==> src/rtl/decay_release_env.sv <==
// decay_release_env
//
// Post-attack envelope stage. After the attack stage reports full amplitude
// (start pulse), the sample is attenuated by an arithmetic right shift that
// grows by one every D_R_param+1 cycles until the sustain level is reached.
// That level is held while the note gate is high. When the gate drops, the
// shift keeps growing until the sample is silent.
//
// Ports:
//   CLK        in   clock, all state updates on the rising edge
//   RST_N      in   synchronous active-low reset
//   data_in    in   DL-bit signed sample from RAM
//   D_R_param  in   WL-bit step period minus 1 (sampled live)
//   S_param    in   5-bit sustain shift level, clamped to DL
//   EN_MC      in   note gate, high while the key is held
//   start      in   one-cycle pulse from the attack stage's zero flag
//   data_out   out  DL-bit signed attenuated sample (registered)
//   total      out  5-bit current shift amount (registered)
//   hold       out  high while sustaining
//   z_flg      out  high once release has reached silence
//
// Build option:
//   ENV_ROUND_EN  when defined, round half up before shifting and saturate
//                 the result; otherwise plain truncating arithmetic shift.

module decay_release_env #(
  parameter int DL = 16,
  parameter int WL = 8
) (
  input  logic                 CLK,
  input  logic                 RST_N,
  input  logic signed [DL-1:0] data_in,
  input  logic [WL-1:0]        D_R_param,
  input  logic [4:0]           S_param,
  input  logic                 EN_MC,
  input  logic                 start,
  output logic signed [DL-1:0] data_out,
  output logic [4:0]           total,
  output logic                 hold,
  output logic                 z_flg
);

  typedef enum logic [2:0] {IDLE, DECAY, SUSTAIN, RELEASE, DONE} state_t;

  localparam logic [4:0]    TOTAL_MAX = 5'(DL);
  localparam logic [WL-1:0] CNT_ONE   = WL'(1);

  state_t               state, state_nxt;
  logic [WL-1:0]        cnt, cnt_nxt;
  logic [4:0]           total_nxt;
  logic                 hold_nxt, z_nxt;
  logic [4:0]           s_level;
  logic [4:0]           total_inc;
  logic                 step;
  logic                 retrigger;
  logic signed [DL-1:0] shaped;

  assign s_level   = (S_param > TOTAL_MAX) ? TOTAL_MAX : S_param;
  assign total_inc = total + 5'd1;
  // >= rather than == so that lowering D_R_param mid-count still wraps at
  // the next comparison instead of running the counter around its range.
  assign step      = (cnt >= D_R_param);
  assign retrigger = start & EN_MC;

  // Next-state logic. Every state entry clears the step counter.
  always_comb begin
    state_nxt = state;
    total_nxt = total;
    cnt_nxt   = cnt;
    hold_nxt  = hold;
    z_nxt     = z_flg;

    if (retrigger) begin
      // A new note restarts decay from full amplitude in any state.
      state_nxt = DECAY;
      total_nxt = 5'd0;
      cnt_nxt   = '0;
      hold_nxt  = 1'b0;
      z_nxt     = 1'b0;
    end else begin
      case (state)
        IDLE: begin
          total_nxt = TOTAL_MAX;
          cnt_nxt   = '0;
        end
        DECAY: begin
          if (!EN_MC) begin
            state_nxt = RELEASE;
            cnt_nxt   = '0;
          end else if (total >= s_level) begin
            // Only reachable at entry with S_param=0 (or S lowered live).
            state_nxt = SUSTAIN;
            hold_nxt  = 1'b1;
            cnt_nxt   = '0;
          end else if (step) begin
            total_nxt = total_inc;
            cnt_nxt   = '0;
            if (total_inc >= s_level) begin
              state_nxt = SUSTAIN;
              hold_nxt  = 1'b1;
            end
          end else begin
            cnt_nxt = cnt + CNT_ONE;
          end
        end
        SUSTAIN: begin
          cnt_nxt = '0;
          if (!EN_MC) begin
            state_nxt = RELEASE;
            hold_nxt  = 1'b0;
          end
        end
        RELEASE: begin
          if (total >= TOTAL_MAX) begin
            state_nxt = DONE;
            total_nxt = TOTAL_MAX;
            z_nxt     = 1'b1;
            cnt_nxt   = '0;
          end else if (step) begin
            total_nxt = total_inc;
            cnt_nxt   = '0;
            if (total_inc == TOTAL_MAX) begin
              state_nxt = DONE;
              z_nxt     = 1'b1;
            end
          end else begin
            cnt_nxt = cnt + CNT_ONE;
          end
        end
        DONE: begin
          cnt_nxt = '0;
        end
        default: begin
          state_nxt = IDLE;
          total_nxt = TOTAL_MAX;
          cnt_nxt   = '0;
          hold_nxt  = 1'b0;
          z_nxt     = 1'b0;
        end
      endcase
    end
  end

`ifdef ENV_ROUND_EN
  logic signed [DL:0] rnd_ext, rnd_inc, rnd_sum, rnd_shift;

  // Round half up in a one-bit-wider intermediate, then saturate back.
  always_comb begin
    rnd_ext   = {data_in[DL-1], data_in};
    rnd_inc   = '0;
    rnd_sum   = '0;
    rnd_shift = '0;
    shaped    = '0;
    if (total < TOTAL_MAX) begin
      if (total == 5'd0) begin
        shaped = data_in;
      end else begin
        rnd_inc   = {{DL{1'b0}}, 1'b1} << (total - 5'd1);
        rnd_sum   = rnd_ext + rnd_inc;
        rnd_shift = rnd_sum >>> total;
        if (rnd_shift[DL] != rnd_shift[DL-1])
          shaped = rnd_shift[DL] ? {1'b1, {(DL-1){1'b0}}} : {1'b0, {(DL-1){1'b1}}};
        else
          shaped = rnd_shift[DL-1:0];
      end
    end
  end
`else
  // At full shift the output is forced to zero rather than sign-filled.
  always_comb begin
    shaped = '0;
    if (total < TOTAL_MAX)
      shaped = data_in >>> total;
  end
`endif

  always_ff @(posedge CLK) begin
    if (!RST_N) begin
      state    <= IDLE;
      total    <= TOTAL_MAX;
      cnt      <= '0;
      hold     <= 1'b0;
      z_flg    <= 1'b0;
      data_out <= '0;
    end else begin
      state    <= state_nxt;
      total    <= total_nxt;
      cnt      <= cnt_nxt;
      hold     <= hold_nxt;
      z_flg    <= z_nxt;
      data_out <= shaped;
    end
  end

endmodule

==> config.mk <==
export PLATFORM = sky130hd
export DESIGN_NAME = decay_release_env
export DESIGN_NICKNAME = d
export VERILOG_FILES = /design/src/rtl/decay_release_env.sv
export SDC_FILE = /design/constraint.sdc
export NUM_CORES = 1
export LEC_CHECK = 0
export BUFFER_PORTS_ARGS = -buffer_cell sky130_fd_sc_hd__buf_4
export CAP_MARGIN = 30
export CORE_MARGIN = 5
export CORE_UTILIZATION = 50
export DETAILED_ROUTE_END_ITERATION = 16
export GPL_ROUTABILITY_DRIVEN = 1
export GPL_TIMING_DRIVEN = 0
export PLACE_DENSITY_LB_ADDON = 0.3
export SKIP_LAST_GASP = 1
export SLEW_MARGIN = 20
export SYNTH_ARGS = -nofsm -noshare
export SYNTH_HDL_FRONTEND = slang
export SYNTH_SLANG_ARGS = --single-unit
==> constraint.sdc <==
create_clock -name CLK -period 3.23 [get_ports CLK]
set_input_delay 0.323 -clock CLK [delete_from_list [all_inputs] [get_ports CLK]]
set_output_delay 0.323 -clock CLK [all_outputs]
set_load 0.05 [all_outputs]
==> results of run 1 <==
[routing by layer]
metal  GRT usage, %  vias up  wire length (um)
li1               -     1181                 -
met1           26.3     1024              2770
met2           29.4       80              2520
met3           3.25        9               373
met4           7.26        0                70
met5              0        -                 0
[stage by stage]
step	setup slack (ns)	power (mW)	instances	utilization [%]	hold slack (ns)
3_5_place_dp	0.461	0.615	419	62.4	0.482
5_1_grt	0.196	1.13	427	65.2	0.318
4_1_cts	0.434	1.09	427	65.2	0.303
3_3_place_gp	0.490	0.612	419	62.4	0.469
6_report	0.443	1.08	427	65.2	0.304
2_1_floorplan	0.439	0.550	297	-	0.445
[cells in the final DEF, fill, tap and decap left out, types with 3 or more instances in the layout]
cell / n
nor2b_1: 7
a31oi_1: 3
o211a_1: 3
nand3_1: 11
mux2_2: 3
nand2_1: 40
a211oi_1: 7
clkbuf_1: 5
ha_1: 22
o21ai_0: 22
a311oi_1: 4
and2_1: 3
xnor2_1: 4
dfxtp_1: 34
clkbuf_8: 5
nor3_1: 4
mux4_2: 6
buf_6: 4
nor2_1: 26
nand4_1: 4
a21oi_1: 13
mux2i_1: 10
xor2_1: 7
and3_1: 4
buf_4: 57
inv_1: 17
[layout make-up]
type / count / area, sq um
buffer: 15 / 97.6
clock buffer: 5 / 68.8
clock inverter: 3 / 68.8
fill: 436 / 1660
inverter: 19 / 71.3
multi-input combinational: 229 / 1640
sequential: 34 / 681
tap: 67 / 83.8
timing repair buffer: 55 / 413
[cells by family after synthesis]
logic type,Yosys count
xor+xnor,11
compound gates,72
mux,19
simple gates,105
buf+inv,34
flops,34
fa+ha+maj,22
[state kept, by name, summed over array words and instances, names as in the netlist]
name / cells
z_flg: 1
cnt: 8
hold: 1
state: 3
total: 5
data_out: 16
[worst paths after layout]
| kind | start | endpoint | cells after the start |
|---|---|---|---|
| worst min-delay path | RST_N | state[0]$_SDFFE_PN0P_ | 2 |
| worst min register to register | cnt[0]$_SDFF_PP0_ | cnt[0]$_SDFF_PP0_ | 1 |
| worst max-delay path | total[0]$_SDFFE_PP0P_ | total[1]$_SDFFE_PP0P_ | 9 |
| worst max register to register | total[0]$_SDFFE_PP0P_ | total[1]$_SDFFE_PP0P_ | 9 |
[synth_stat cells (all sizes together), types with 3 or more instances]
| master | number |
|---|---|
| inv | 17 |
| nand3 | 11 |
| nand4 | 4 |
| a211o | 3 |
| and3 | 4 |
| buf | 9 |
| xor2 | 7 |
| ha | 22 |
| nand2 | 40 |
| nor3 | 5 |
| a311oi | 4 |
| o21ai | 22 |
| clkbuf | 6 |
| a31oi | 4 |
| mux4 | 6 |
| mux2i | 10 |
| nor2 | 26 |
| o211a | 3 |
| dfxtp | 34 |
| xnor2 | 4 |
| mux2 | 3 |
| nor2b | 7 |
| a21oi | 14 |
| a211oi | 8 |
| and2 | 3 |
[power by group]
group | internal [mW] | switching (mW) | total, mW | leakage [nW]
Combinational | 0.0785 | 0.0974 | 0.176 | 1.08
Clock | 0.309 | 0.168 | 0.477 | 0.0683
Sequential | 0.427 | 0.00422 | 0.431 | 0.275
Total | 0.814 | 0.269 | 1.08 | 1.42
[critical path, stage by stage, from the launching register on]
cell      delay, ns
dfxtp_1        0.48
buf_6          0.20
clkinv_1       0.24
ha_1           0.38
nand2b_1       0.16
a31oi_2        0.22
o211ai_2       0.17
a221oi_4       0.51
mux2i_1        0.25
nor2_1         0.05
==> metrics.txt, run 1 <==
status=finished clean; # H-tree levels=2; startpoint types=register; FP Rows=25; total nets after synthesis=352; Synth Flop Type=dfxtp_1; I/O Buffers=55; FF+latch count, synth=34; Tcrit/Tclk final=86.3%; Yosys top cell area share=roughly 27%; Post-Synth XOR/XNOR Area=between 3 and 4%; Synth Area in Compound Gates=20.9%; worst slew pin tran=0.481 ns; average wire per standard cell=13.4 um; CTS max path bufs=2; # IOs=56; diodes inserted=0; Mapped Area=2490 sq um; VDD IR max=0.176 mV; Placed Area=slightly below 3000 sq um; Synth cell types=49; skew final=0.0102 ns; clk slew on worst S/H paths=0.08 ns; Post-CTS Resized=0; Setup CP Type=register to register; Slew headroom=67.9%; CTS buffer count=5; Final ANT Viol Nets=0; largest net degree at the start of global routing=13; adder-cell area share of the yosys netlist=between 10 and 15%; Post-Syn Instances=297; first-pass GRT wire length=around 9800 um; pwr dens=roughly 350 nW/um^2; CTS root buf=clkbuf_8; syn avg cell area=8.38 sq um; drc violations=0; core area=4790 sq um; Die ar.=6490 sq um; antenna violations before repair=0; Pleak=1.42 nW; Hold Fails Final Rpt=0; register area share after synthesis=27.4%; GPL Wtd Cong=0.903; HP Class=input pin to register; worst skew pair latency=roughly 0.30 ns; DPL Wire Length=roughly 4600 um; area delta synth->final=25.5%; combinational family with the most area after synthesis=compound AO/OA/AOI/OAI gates; Post-CTS Setup Inserts=0; Final Slew Violations=0; share of cells above drive strength 1=26.4%; top cells by area, synth=dfxtp_1 27%, ha_1 11%, nand2_1 6.0%; largest area contributor in the netlist=dfxtp_1; Ys Warns=0; CP required=3.42 ns; TNS Setup=0 ns; CP endpoint kind=register; vias in the first global route=2,172; vias per cell=5.37; Max Cap Viol=0; EDFF count, synth=0; DRT Pass-1 Iters=4; WP data arrival=2.98 ns; die width=80.5 um; Post-CTS Hold Fix Bufs=0; Max FO, Critical Path=10; Routed WL=5740 um; Finished Cell Area=3120 sq um; vias=2,294; Synth Area in Simple Gates=19.2%; ys async rst share=0%; die extent in y=80.5 um; # setup viols final=0; r2r setup slk=0.44 ns; unrepaired setup endpoints after global routing=false; starting density of the core=between 50 and 60%; fmax=0.359 GHz; gr ovfl total=0; clk sinks=34; post-synthesis mux area share=a little over a tenth; Period minus WS final=between 2 and 3 ns; All-Layer GR Usage=19.0%; nets@finish=414; CTS tree=built; Iter 0 DRT Violations=123
Power figures use the tool's default switching activity.
==> run 2, diff against run 1 <==
--- a/config.mk
+++ b/config.mk
@@ -5,10 +5,11 @@
 export SDC_FILE = /design/constraint.sdc
 export NUM_CORES = 1
 export LEC_CHECK = 0
+export ABC_CLOCK_PERIOD_IN_PS = 2400
 export BUFFER_PORTS_ARGS = -buffer_cell sky130_fd_sc_hd__buf_4
 export CAP_MARGIN = 30
 export CORE_MARGIN = 5
-export CORE_UTILIZATION = 50
+export CORE_UTILIZATION = 49
 export DETAILED_ROUTE_END_ITERATION = 16
 export GPL_ROUTABILITY_DRIVEN = 1
 export GPL_TIMING_DRIVEN = 0
==> constraint.sdc (replaced) <==
create_clock -name CLK -period 2.4 [get_ports CLK]
set_input_delay 0.24 -clock CLK [delete_from_list [all_inputs] [get_ports CLK]]
set_output_delay 0.24 -clock CLK [all_outputs]
set_load 0.05 [all_outputs]
==> metrics.txt, run 2 (same netlist as run 1, synthesis figures left out) <==
Post-CTS Hold Fix Bufs=0; Tcrit/Tclk final=96.6%; average wire per standard cell=13.9 um; CTS buffer count=5; Final Slew Violations=0; Seq pwr share=between 40 and 50%; core area=around 5000 sq um; clk sinks=34; HP Class=input pin to register; clk slew on worst S/H paths=0.08 ns; largest net degree at the start of global routing=14; startpoint types=register; # setup viols final=0; highest-delay cell along the critical path=dfxtp_4; CTS tree=built; DPL Wire Length=4530 um; die width=81.3 um; die extent in y=81.3 um; vias per cell=5.46; DRT Pass-1 Iters=5; commonest non-fill, non-tap cell in the layout=buf_4; vias=about 2,400; diodes inserted=0; Int Power=988 uW; Hold Fails Final Rpt=0; pwr dens=403 nW/um^2; worst skew pair latency=0.28 ns; Biggest register=data_out; Pleak=1.51 nW; Routed WL=about 6000 um; vias in the first global route=around 2,100; most frequent cells in the layout=68 x buf_4, 40 x nand2_1, 30 x dfxtp_1, 26 x nor2_1, 21 x o21ai_0; max reg flops=16; Finished Layout Cells=440; FP Rows=26; CP endpoint kind=register; Max Cap Viol=0; Final ANT Viol Nets=0; critical path cell sequence=buf_12 -> inv_8 -> ha_1 -> nand2b_1 -> a31oi_4 -> o211ai_4 -> o21ai_0 -> nand4_1 -> buf_4 -> nor2_1; CP top delay family=compound AO/OA/AOI/OAI gates; nets@finish=424; buffers and inverters on the worst path=3; Die ar.=6600 sq um; status=finished clean; Psw=about 350 uW; # H-tree levels=2; share of cells above drive strength 1=32.7%; Comb pwr share=18.6%; Power, Total=1.34 mW; # IOs=56; Slew headroom=68.3%; I/O Buffers=55; Max FO, Critical Path=10; antenna violations before repair=0; Period minus WS final=2.32 ns; area delta synth->final=33.6%; CTS max path bufs=2; gr ovfl total=0; WP data arrival=about 2.5 ns; GPL Wtd Cong=0.913; Setup CP Type=register to register; VDD IR max=0.268 mV; starting density of the core=49.7%; CTS root buf=clkbuf_8; drc violations=0; CP required=about 2.6 ns; All-Layer GR Usage=17.8%; switch share=26.2%; Clk network pwr share=a little under two fifths; first-pass GRT wire length=9310 um; skew final=0.0121 ns; worst slew pin tran=0.475 ns; leading registers by flop count=data_out: 16 flops, cnt: 8 flops, total: 5 flops; Iter 0 DRT Violations=163; fmax=0.431 GHz; CP max stage delay=0.43 ns; post-placement cell count=around 420
[run 2: power by group through the flow]
stage | Combinational (mW) | Clock (mW) | Sequential, mW
3_5_place_dp | 0.236 | 0 | 0.591
5_1_grt | 0.271 | 0.548 | 0.578
3_3_place_gp | 0.232 | 0 | 0.591
2_1_floorplan | 0.118 | 0 | 0.619
4_1_cts | 0.240 | 0.525 | 0.578
6_report | 0.249 | 0.513 | 0.577
[run 2: area by class of cell]
class,count,area [sq um]
Buffer,13,114
Clock buffer,5,68.8
Clock inverter,3,40.0
Fill cell,438,1690
Inverter,19,83.8
Multi-Input combinational cell,229,1720
Sequential cell,34,693
Tap cell,70,87.6
Timing Repair Buffer,67,515
[run 2: worst paths after layout]
check | start | to | slack [ns] | depth (start not counted)
max | total[0]$_SDFFE_PP0P_ | cnt[4]$_SDFF_PP0_ | 0.08 | 10
min reg2reg | z_flg$_SDFFE_PP0P_ | z_flg$_SDFFE_PP0P_ | 0.49 | 2
min | RST_N | state[0]$_SDFFE_PN0P_ | 0.23 | 2
max reg2reg | total[0]$_SDFFE_PP0P_ | cnt[4]$_SDFF_PP0_ | 0.08 | 10
[run 2: layer usage]
metal  global-route usage, %  up-vias  wire length [um]
met3                    2.99        9               345
li1                        -     1197                 -
met2                    28.0       65              2890
met1                    24.8     1131              2820
met5                       0        -                 0
met4                    5.07        0                77
[run 2: metrics by stage]
step                instance area (sq um)  utilization (%)  setup TNS, ns  worst slack, ns  hold slack, ns
finish                               3320             66.3              0           0.0821           0.234
global route                         3320             66.3        -0.0519          -0.0288           0.248
CTS                                  3150             62.9        -0.0352          -0.0352           0.228
detailed placement                   3010             60.0         -0.672           -0.112           0.468
global placement                     3010             60.0         -0.632           -0.131           0.473
floorplan                            2500                -              0           0.0182           0.362
[run 2: timing repair]
| action | CTS | global route |
|---|---|---|
| pin swaps | 3 | 4 |
| setup buffers | 2 | 10 |
| setup endpoints to repair | 13 | 17 |
| resized for setup | 5 | 18 |
